==> config.mk <==
export PLATFORM = sky130hd
export DESIGN_NAME = product_bcd_display
export DESIGN_NICKNAME = d
export VERILOG_FILES = /design/src/rtl/product_bcd_display.sv
export SDC_FILE = /design/constraint.sdc
export NUM_CORES = 1
export LEC_CHECK = 0
export BUFFER_PORTS_ARGS = -buffer_cell sky130_fd_sc_hd__buf_2
export CORE_MARGIN = 3
export CORE_UTILIZATION = 30
export CTS_BUF_LIST = sky130_fd_sc_hd__clkbuf_4 sky130_fd_sc_hd__clkbuf_8 sky130_fd_sc_hd__clkbuf_16
export CTS_CLUSTER_DIAMETER = 150
export DETAILED_ROUTE_END_ITERATION = 7
export HOLD_SLACK_MARGIN = 0.03
export PLACE_DENSITY = 0.46
export REMOVE_ABC_BUFFERS = 1
export SKIP_LAST_GASP = 1
export SYNTH_ARGS = -nofsm -noshare
export SYNTH_HDL_FRONTEND = slang
export SYNTH_SLANG_ARGS = --single-unit
==> constraint.sdc <==
create_clock -name clk -period 3.7 [get_ports clk]
set_clock_uncertainty 0.15 [all_clocks]
set_input_delay 0.555 -clock clk [delete_from_list [all_inputs] [get_ports clk]]
set_output_delay 0.555 -clock clk [all_outputs]
set_load 0.005 [all_outputs]
==> src/rtl/product_bcd_display.sv <==
// Sequential binary-to-BCD converter for the 16-bit product, with a
// multiplexed 7-segment scanner and optional leading-zero blanking.
module product_bcd_display #(
    parameter int unsigned SCAN_DIV = 10
) (
    input  logic        clk,
    input  logic        reset,
    input  logic [15:0] value,
    input  logic        load,
    input  logic        blank_lz,
    output logic        busy,
    output logic        done,
    output logic [19:0] bcd,
    output logic [6:0]  seg,
    output logic [4:0]  digit_en
);

    typedef enum logic {
        IDLE,
        CONV
    } state_t;

    state_t      state_q;
    logic [15:0] shift_q;
    logic [15:0] shift_d;
    logic [19:0] scratch_q;
    logic [19:0] scratch_d;
    logic [19:0] adj;
    logic [4:0]  cnt_q;
    logic        busy_q;
    logic        done_q;
    logic [19:0] bcd_q;

    logic [SCAN_DIV-1:0] pre_q;
    logic [2:0]          idx_q;
    logic [2:0]          msd;
    logic [3:0]          cur;
    logic                blank;

    // Add-3 on every nibble >= 5 before the shift
    always_comb begin
        adj = scratch_q;
        for (int k = 0; k < 5; k++) begin
            if (scratch_q[4*k +: 4] >= 4'd5) begin
                adj[4*k +: 4] = scratch_q[4*k +: 4] + 4'd3;
            end
        end
        scratch_d = {adj[18:0], shift_q[15]};
        shift_d   = {shift_q[14:0], 1'b0};
    end

    always_ff @(posedge clk) begin
        if (reset) begin
            state_q   <= IDLE;
            shift_q   <= '0;
            scratch_q <= '0;
            cnt_q     <= '0;
            busy_q    <= 1'b0;
            done_q    <= 1'b0;
            bcd_q     <= '0;
        end else begin
            done_q <= 1'b0;
            unique case (state_q)
                IDLE: begin
                    if (load) begin
                        shift_q   <= value;
                        scratch_q <= '0;
                        cnt_q     <= '0;
                        busy_q    <= 1'b1;
                        state_q   <= CONV;
                    end
                end
                CONV: begin
                    shift_q   <= shift_d;
                    scratch_q <= scratch_d;
                    cnt_q     <= cnt_q + 5'd1;
                    if (cnt_q == 5'd15) begin
                        bcd_q   <= scratch_d;
                        done_q  <= 1'b1;
                        busy_q  <= 1'b0;
                        state_q <= IDLE;
                    end
                end
                default: state_q <= IDLE;
            endcase
        end
    end

    always_ff @(posedge clk) begin
        if (reset) begin
            pre_q <= '0;
            idx_q <= '0;
        end else begin
            pre_q <= pre_q + SCAN_DIV'(1);
            if (&pre_q) begin
                idx_q <= (idx_q == 3'd4) ? 3'd0 : idx_q + 3'd1;
            end
        end
    end

    function automatic logic [6:0] seg_of(input logic [3:0] n);
        logic [6:0] s;
        case (n)
            4'd0:    s = 7'h3F;
            4'd1:    s = 7'h06;
            4'd2:    s = 7'h5B;
            4'd3:    s = 7'h4F;
            4'd4:    s = 7'h66;
            4'd5:    s = 7'h6D;
            4'd6:    s = 7'h7D;
            4'd7:    s = 7'h07;
            4'd8:    s = 7'h7F;
            4'd9:    s = 7'h6F;
            default: s = 7'h40;
        endcase
        return s;
    endfunction

    always_comb begin
        msd = 3'd0;
        for (int k = 1; k < 5; k++) begin
            if (bcd_q[4*k +: 4] != 4'd0) begin
                msd = k[2:0];
            end
        end
    end

    always_comb begin
        unique case (idx_q)
            3'd1:    cur = bcd_q[7:4];
            3'd2:    cur = bcd_q[11:8];
            3'd3:    cur = bcd_q[15:12];
            3'd4:    cur = bcd_q[19:16];
            default: cur = bcd_q[3:0];
        endcase
    end

    assign blank    = blank_lz && (idx_q > msd);
    assign seg      = blank ? 7'h00 : seg_of(cur);
    assign digit_en = blank ? 5'b00000 : (5'b00001 << idx_q);
    assign busy     = busy_q;
    assign done     = done_q;
    assign bcd      = bcd_q;

endmodule
Yosys cells after proc, flatten, opt, wreduce, memory -nomap -nowiden:

Memories as Yosys holds them, arrays and structs flattened.
Index checks and enable logic that the tools add are counted.

* register bits: 77
* latch bits: 0
* RAM bits: 0
* ROM bits: 112
* input port bits: 20
* output and inout port bits: 34
* logic and storage cells: 68
* memories: 1

Memories
* (name not given): words 16, bits a word 7, rd ports 1, clocked after memory_dff 0, wr ports 0, RTL line 103 `case (n)`

* add/subtract/negate cells: 8
* multipliers: 0
* div/mod/pow operators: 0
* $lt $le $gt $ge: 6
* equal/unequal tests: 7
* shifts and indexed selects: 1
* multiplexer cells: 26
* bitwise operators: 1
* reduce and logical (&&, ||, !) cells: 9

Operator list (count)
* 20-bit case mux with 2 select lines: 1
* 16-bit case mux with 2 select lines: 1
* 4-bit by 3-bit >= comparator with 1-bit output, second input constant: 5
* 20-bit two-way mux: 1
* 4-bit by 2-bit adder with 4-bit output, second input constant: 4
* 16-bit two-way mux: 1
* 4-bit two-way mux: 4
* 4-bit case mux with 4 select lines: 1
* 4-bit nonzero test: 4
* 3-bit two-way mux: 5
* 10-bit by 1-bit adder with 10-bit output, second input constant: 1
* 5-bit two-way mux: 2
* 5-bit case mux with 2 select lines: 1
* 10-bit AND reduction: 1
* 7-bit two-way mux: 1
* 3-bit by 2-bit == test with 1-bit output, second input constant: 2
* 1-bit two-way mux: 6
* 5-bit by 1-bit adder with 5-bit output, second input constant: 1
* 5-bit by 4-bit == test with 1-bit output, second input constant: 1
* 1-bit by 3-bit left shift with 5-bit output, first input constant: 1
* 1-bit case mux with 2 select lines: 2
* 2-bit AND reduction: 2
* 3-bit by 1-bit adder with 3-bit output, second input constant: 1
* 3-bit by 2-bit adder with 3-bit output, second input constant: 1
* other kinds (8): 8

Logic depth before layout (Yosys ltp):

* depth in word-level cells: 8
* gate-level depth with buffers: 13
* depth with buffers taken out: 12

Worst setup path after synthesis:

No wires, ideal clock.

* path type: register -> output
* from: reg idx_q[0]
* to: out seg[5]
* arrival time: 2438 ps
* required time: 2995 ps
* setup slack: 557 ps
* stages on the path, launching flop included: 10
* buffers on the path: 0
* cell sequence: dfxtp_1 > inv_1 > ha_1 > or4_4 > a21o_1 > o31ai_2 > inv_1 > ha_1 > or4_1 > o31ai_1

* word-level cells in the longest chain between the ends: 4
* elaborated cells on any way between the ends: 9
* those cells by class: 1 x order compare; 4 x eq/ne; 2 x mux; 1 x reduce/logical; 1 x memory

Ends and longest elaborated chain
* from (decl): RTL line 35 `logic [2:0] idx_q;`
* from (signal assigned): RTL line 96 `idx_q <= (idx_q == 3'd4) ? 3'd0 : idx_q + 3'd1;`
* 3-bit == test, or another cell as far along: RTL line 129 `unique case (idx_q)`
* 4-bit case mux with 4 select lines: RTL line 129
* memory 16 x 7 bit
* 7-bit two-way mux *: RTL line 139 `assign seg = blank ? 7'h00 : seg_of(cur);`
* to (decl): RTL line 14 `output logic [6:0] seg,`

Mark *: on every way between the ends. The rest lies on a longest branch, timed or not.

Worst setup path after layout:

* from: reg idx_q[1]
* to: out seg[5]

Same word-level chain as after synthesis.

==> impl_metrics.py <==
metrics = {
    "critical_path": {
        "worstPathCellList": "inv_1 -> ha_2 -> or4_4 -> a21o_1 -> o31ai_4 -> inv_2 -> ha_1 -> or4_1 -> o31ai_1 -> buf_2",
        "r2r-start": "cnt_q[0]",
        "worst-endpoint-arrival_ps": 2840,
        "crit_fanout": 7,
        "timing.critical_path.from_type": "flop",
        "cp-end-kind": "primary output",
        "slowest_delay_ps": 520,
        "r2r_slack_ps": 1480,
        "worstSetupStartpoint": "idx_q[1]",
        "critical_path_start_end_classification": "reg -> out",
        "worst_path_max_delay_cell": "sky130_fd_sc_hd__or4_1",
        "reg2regPathDepth": 6,
        "worst_r2r_endpoint": "bcd[11]",
        "cp-endpoint": "seg[5]",
        "required_ps": 2990,
    },
    "clock_network": {
        "clk_pin_slew_worst_paths_ps": 60,
        "htree_num_levels": 3,
        "numCtsBuffers": 9,
        "cts_hold_repair.buffers": 0,
        "cts_tree": "done",
        "clk-insertion-delay-late_ps": 340,
        "ctsRootBufferMaster": "sky130_fd_sc_hd__clkbuf_16",
        "numClockSinks": 77,
        "clk_path_buf_depth": 2,
    },
    "routing": {
        "detail_route.vias_per_cell": 5.06,
        "postRouteWirelength_mm": 10.6,
        "first_iter_violations": 239,
        "detail_route.drc_violations": 0,
        "route.vias.total": 3733,
        "detail_route.first_pass.iterations": 4,
        "drtAntennaViolNets": 0,
        "wl_per_cell_um": 14.4,
    },
    "power": {
        "power_density_mw_per_mm2": 378,
        "p_leak_nw": 2.00,
        "max-vdd-ir-drop_mv": 0.320,
    },
    "synthesis": {
        "yosys_register_bits": 77,
        "ys.flop_type": "sky130_fd_sc_hd__dfxtp_1",
        "async_flop_share_pct": 0,
        "synthesis.yosys.warnings": 0,
        "synth_sequential_area_ratio_pct": 36.8,
        "netlist_area_mm2": 0.00419,
        "netlist_instances": 518,
        "synth-edff-count": 0,
        "yosys.cell_types.count": 54,
        "synth_top_area_share_pct": 36.8,
        "synth_area_leaders": "sky130_fd_sc_hd__dfxtp_1 (37%), sky130_fd_sc_hd__ha_1 (7.8%), sky130_fd_sc_hd__a21oi_1 (7.4%)",
        "synth_top_cell_by_area": "sky130_fd_sc_hd__dfxtp_1",
        "avgSynthCellArea_um2": 8.08,
    },
    "placement": {
        "hpwl_mm": 7.51,
        "numPortBuffers": 53,
        "postPlaceCellArea_mm2": 0.00459,
        "finalWeightedCongestion": 0.850,
    },
    "floorplanning": {
        "fp.dieArea_mm2": 0.0154,
        "num_rows": 42,
        "die_y_um": 124,
        "io_count": 54,
        "die_w_um": 124,
        "start_util_pct": 31.1,
        "core_region_area_mm2": 0.0135,
    },
    "hold_path": {
        "min_path_type": "reg -> reg",
    },
    "final_layout": {
        "insertedDiodeCount": 0,
        "layout.cell_area.non_filler_mm2": 0.00498,
        "layout-drive-gt1-share_pct": 17.3,
        "synth_to_final_area_change_pct": 18.9,
        "postLayoutCoreUtil_pct": 37.0,
        "design.final.nets": 606,
    },
    "global_routing": {
        "remaining_overflow_grt": 0,
        "grt_first_pass_wirelength_mm": 17.3,
        "grt_antenna_before_repair": 0,
        "grt_max_degree": 83,
        "vias_in_the_first_global_route": 3467,
        "grt_util_all_layers_pct": 14.4,
    },
    "timing": {
        "timing.slew.headroom_pct": 39.6,
        "fmaxAchievable_ghz": 0.282,
        "fin_crit_ps": 3550,
        "final-max-slew-violation-count": 0,
        "final_worst_path_period_share_pct": 95.9,
        "grt_setup_unrepaired": "yes",
        "finalHoldViolCount": 0,
        "timing.final.setup_violations": 0,
        "worstMarginPinSlew_ps": 907,
        "final.hold.worst_slack_ps": 321,
    },
    "job": {
        "max-cap-violations": 0,
    },
    "outcome": {
        "run_status": "finished clean",
    },
}
[worst min path at each step]
stage,from,endpoint,slack (ps),depth (start not counted)
after floorplan,pre_q[0],pre_q[0],280,1
after global placement,pre_q[0],pre_q[0],300,1
after detailed placement,pre_q[0],pre_q[0],310,1
after CTS,pre_q[0],pre_q[0],320,1
after global routing,pre_q[0],pre_q[0],340,1
final,pre_q[0],pre_q[0],320,1
[metal layers]
layer | GRT usage [%] | vias up | part of all wire [%]
met5 | 0 | - | 0
met4 | 5.82 | 0 | 1.5
met3 | 3.27 | 13 | 4.9
met2 | 23.5 | 86 | 46
met1 | 18.4 | 1738 | 47
li1 | - | 1896 | -
[logic make-up after synthesis]
logic type | count (synthesis) | synth area share [%]
XOR/XNOR | 12 | 2.51
adder cells (fa/ha/maj) | 26 | 7.77
multiplexers | 25 | 6.01
buffers and inverters | 48 | 4.57
AND/OR/NAND/NOR | 203 | 23.3
flip-flops | 77 | 36.8
AO/OA/AOI/OAI | 127 | 19.0
[cell usage after synthesis (all sizes together) (4+ instances only)]
cell,number
nand4,5
and3,6
xor2,5
clkbuf,22
a22oi,4
and2,4
a311oi,4
nand3,10
nor2b,10
mux2i,24
nor4,4
o31ai,7
nand2b,8
nor3,13
buf,7
a32oi,4
dfxtp,77
ha,26
nand2,50
nor2,75
o21ai,17
xnor2,7
inv,19
a21oi,63
nor3b,13
a211oi,4
[power by group]
| part | leakage [nW] | total [mW] | internal, mW | switching (mW) |
|---|---|---|---|---|
| Sequential | 0.626 | 0.856 | 0.845 | 0.0102 |
| Combinational | 1.23 | 0.0968 | 0.0363 | 0.0605 |
| Clock | 0.151 | 0.928 | 0.605 | 0.323 |
[placed cells by master (no fill, tap or decap), drive strengths merged, types with 2 or more instances in the layout]
cell type,Yosys,layout
a211o,2,2
a211oi,4,4
a21boi,2,2
a21o,3,3
a21oi,63,63
a22oi,4,4
a311oi,4,4
a32oi,4,4
and2,4,4
and3,6,6
buf,7,60
bufinv,0,2
clkbuf,22,11
dfxtp,77,77
ha,26,26
inv,19,19
mux2i,24,24
nand2,50,50
nand2b,8,8
nand3,10,10
nand4,5,5
nor2,75,75
nor2b,10,10
nor3,13,13
nor3b,13,13
nor4,4,4
o211ai,3,3
o21a,2,2
o21ai,17,17
o21ba,2,2
o22ai,2,2
o31ai,7,7
or3,2,2
or4,2,2
xnor2,7,7
xor2,5,5
[flip-flops by register name, summed over array words and instances, names as in the netlist]
register and cells:
done 1, idx_q 3, state_q 1, pre_q 10, shift_q 16, bcd 20
scratch_q 20, cnt_q 5, busy 1
[area by class of cell]
| class | count | area, um2 |
|---|---|---|
| Clock buffer | 11 | 246 |
| Clock inverter | 2 | 60.1 |
| Fill cell | 1450 | 8470 |
| Inverter | 19 | 71.3 |
| Multi-Input combinational cell | 393 | 2510 |
| Sequential cell | 77 | 1550 |
| Tap cell | 176 | 220 |
| Timing Repair Buffer | 60 | 318 |
[metrics by stage]
step                total power [mW]  TNS [ps]  std cells  setup WS, ps
finish                          1.88         0        738           153
global route                    1.96     -1.92        738         -1.92
CTS                             1.92         0        737          4.03
detailed placement             0.973         0        723           240
global placement               0.971         0        723           239
floorplan                      0.924         0        489           507
[critical path, delay by kind of cell, from the launching register on]
| kind | cells | cell delay [ps] |
|---|---|---|
| AO/OA/AOI/OAI | 3 | 400 |
| adder cells (fa/ha/maj) | 2 | 420 |
| buffers and inverters | 3 | 300 |
| flip-flops | 1 | 390 |
| AND/OR/NAND/NOR | 2 | 990 |
[timing repair]
action / in CTS / in global routing
pin swaps: 1 / 4
resized for setup: 4 / 14
setup endpoints to repair: 4 / 4
buffers inserted: 1 / 1
(Power assumes the default switching activity.)
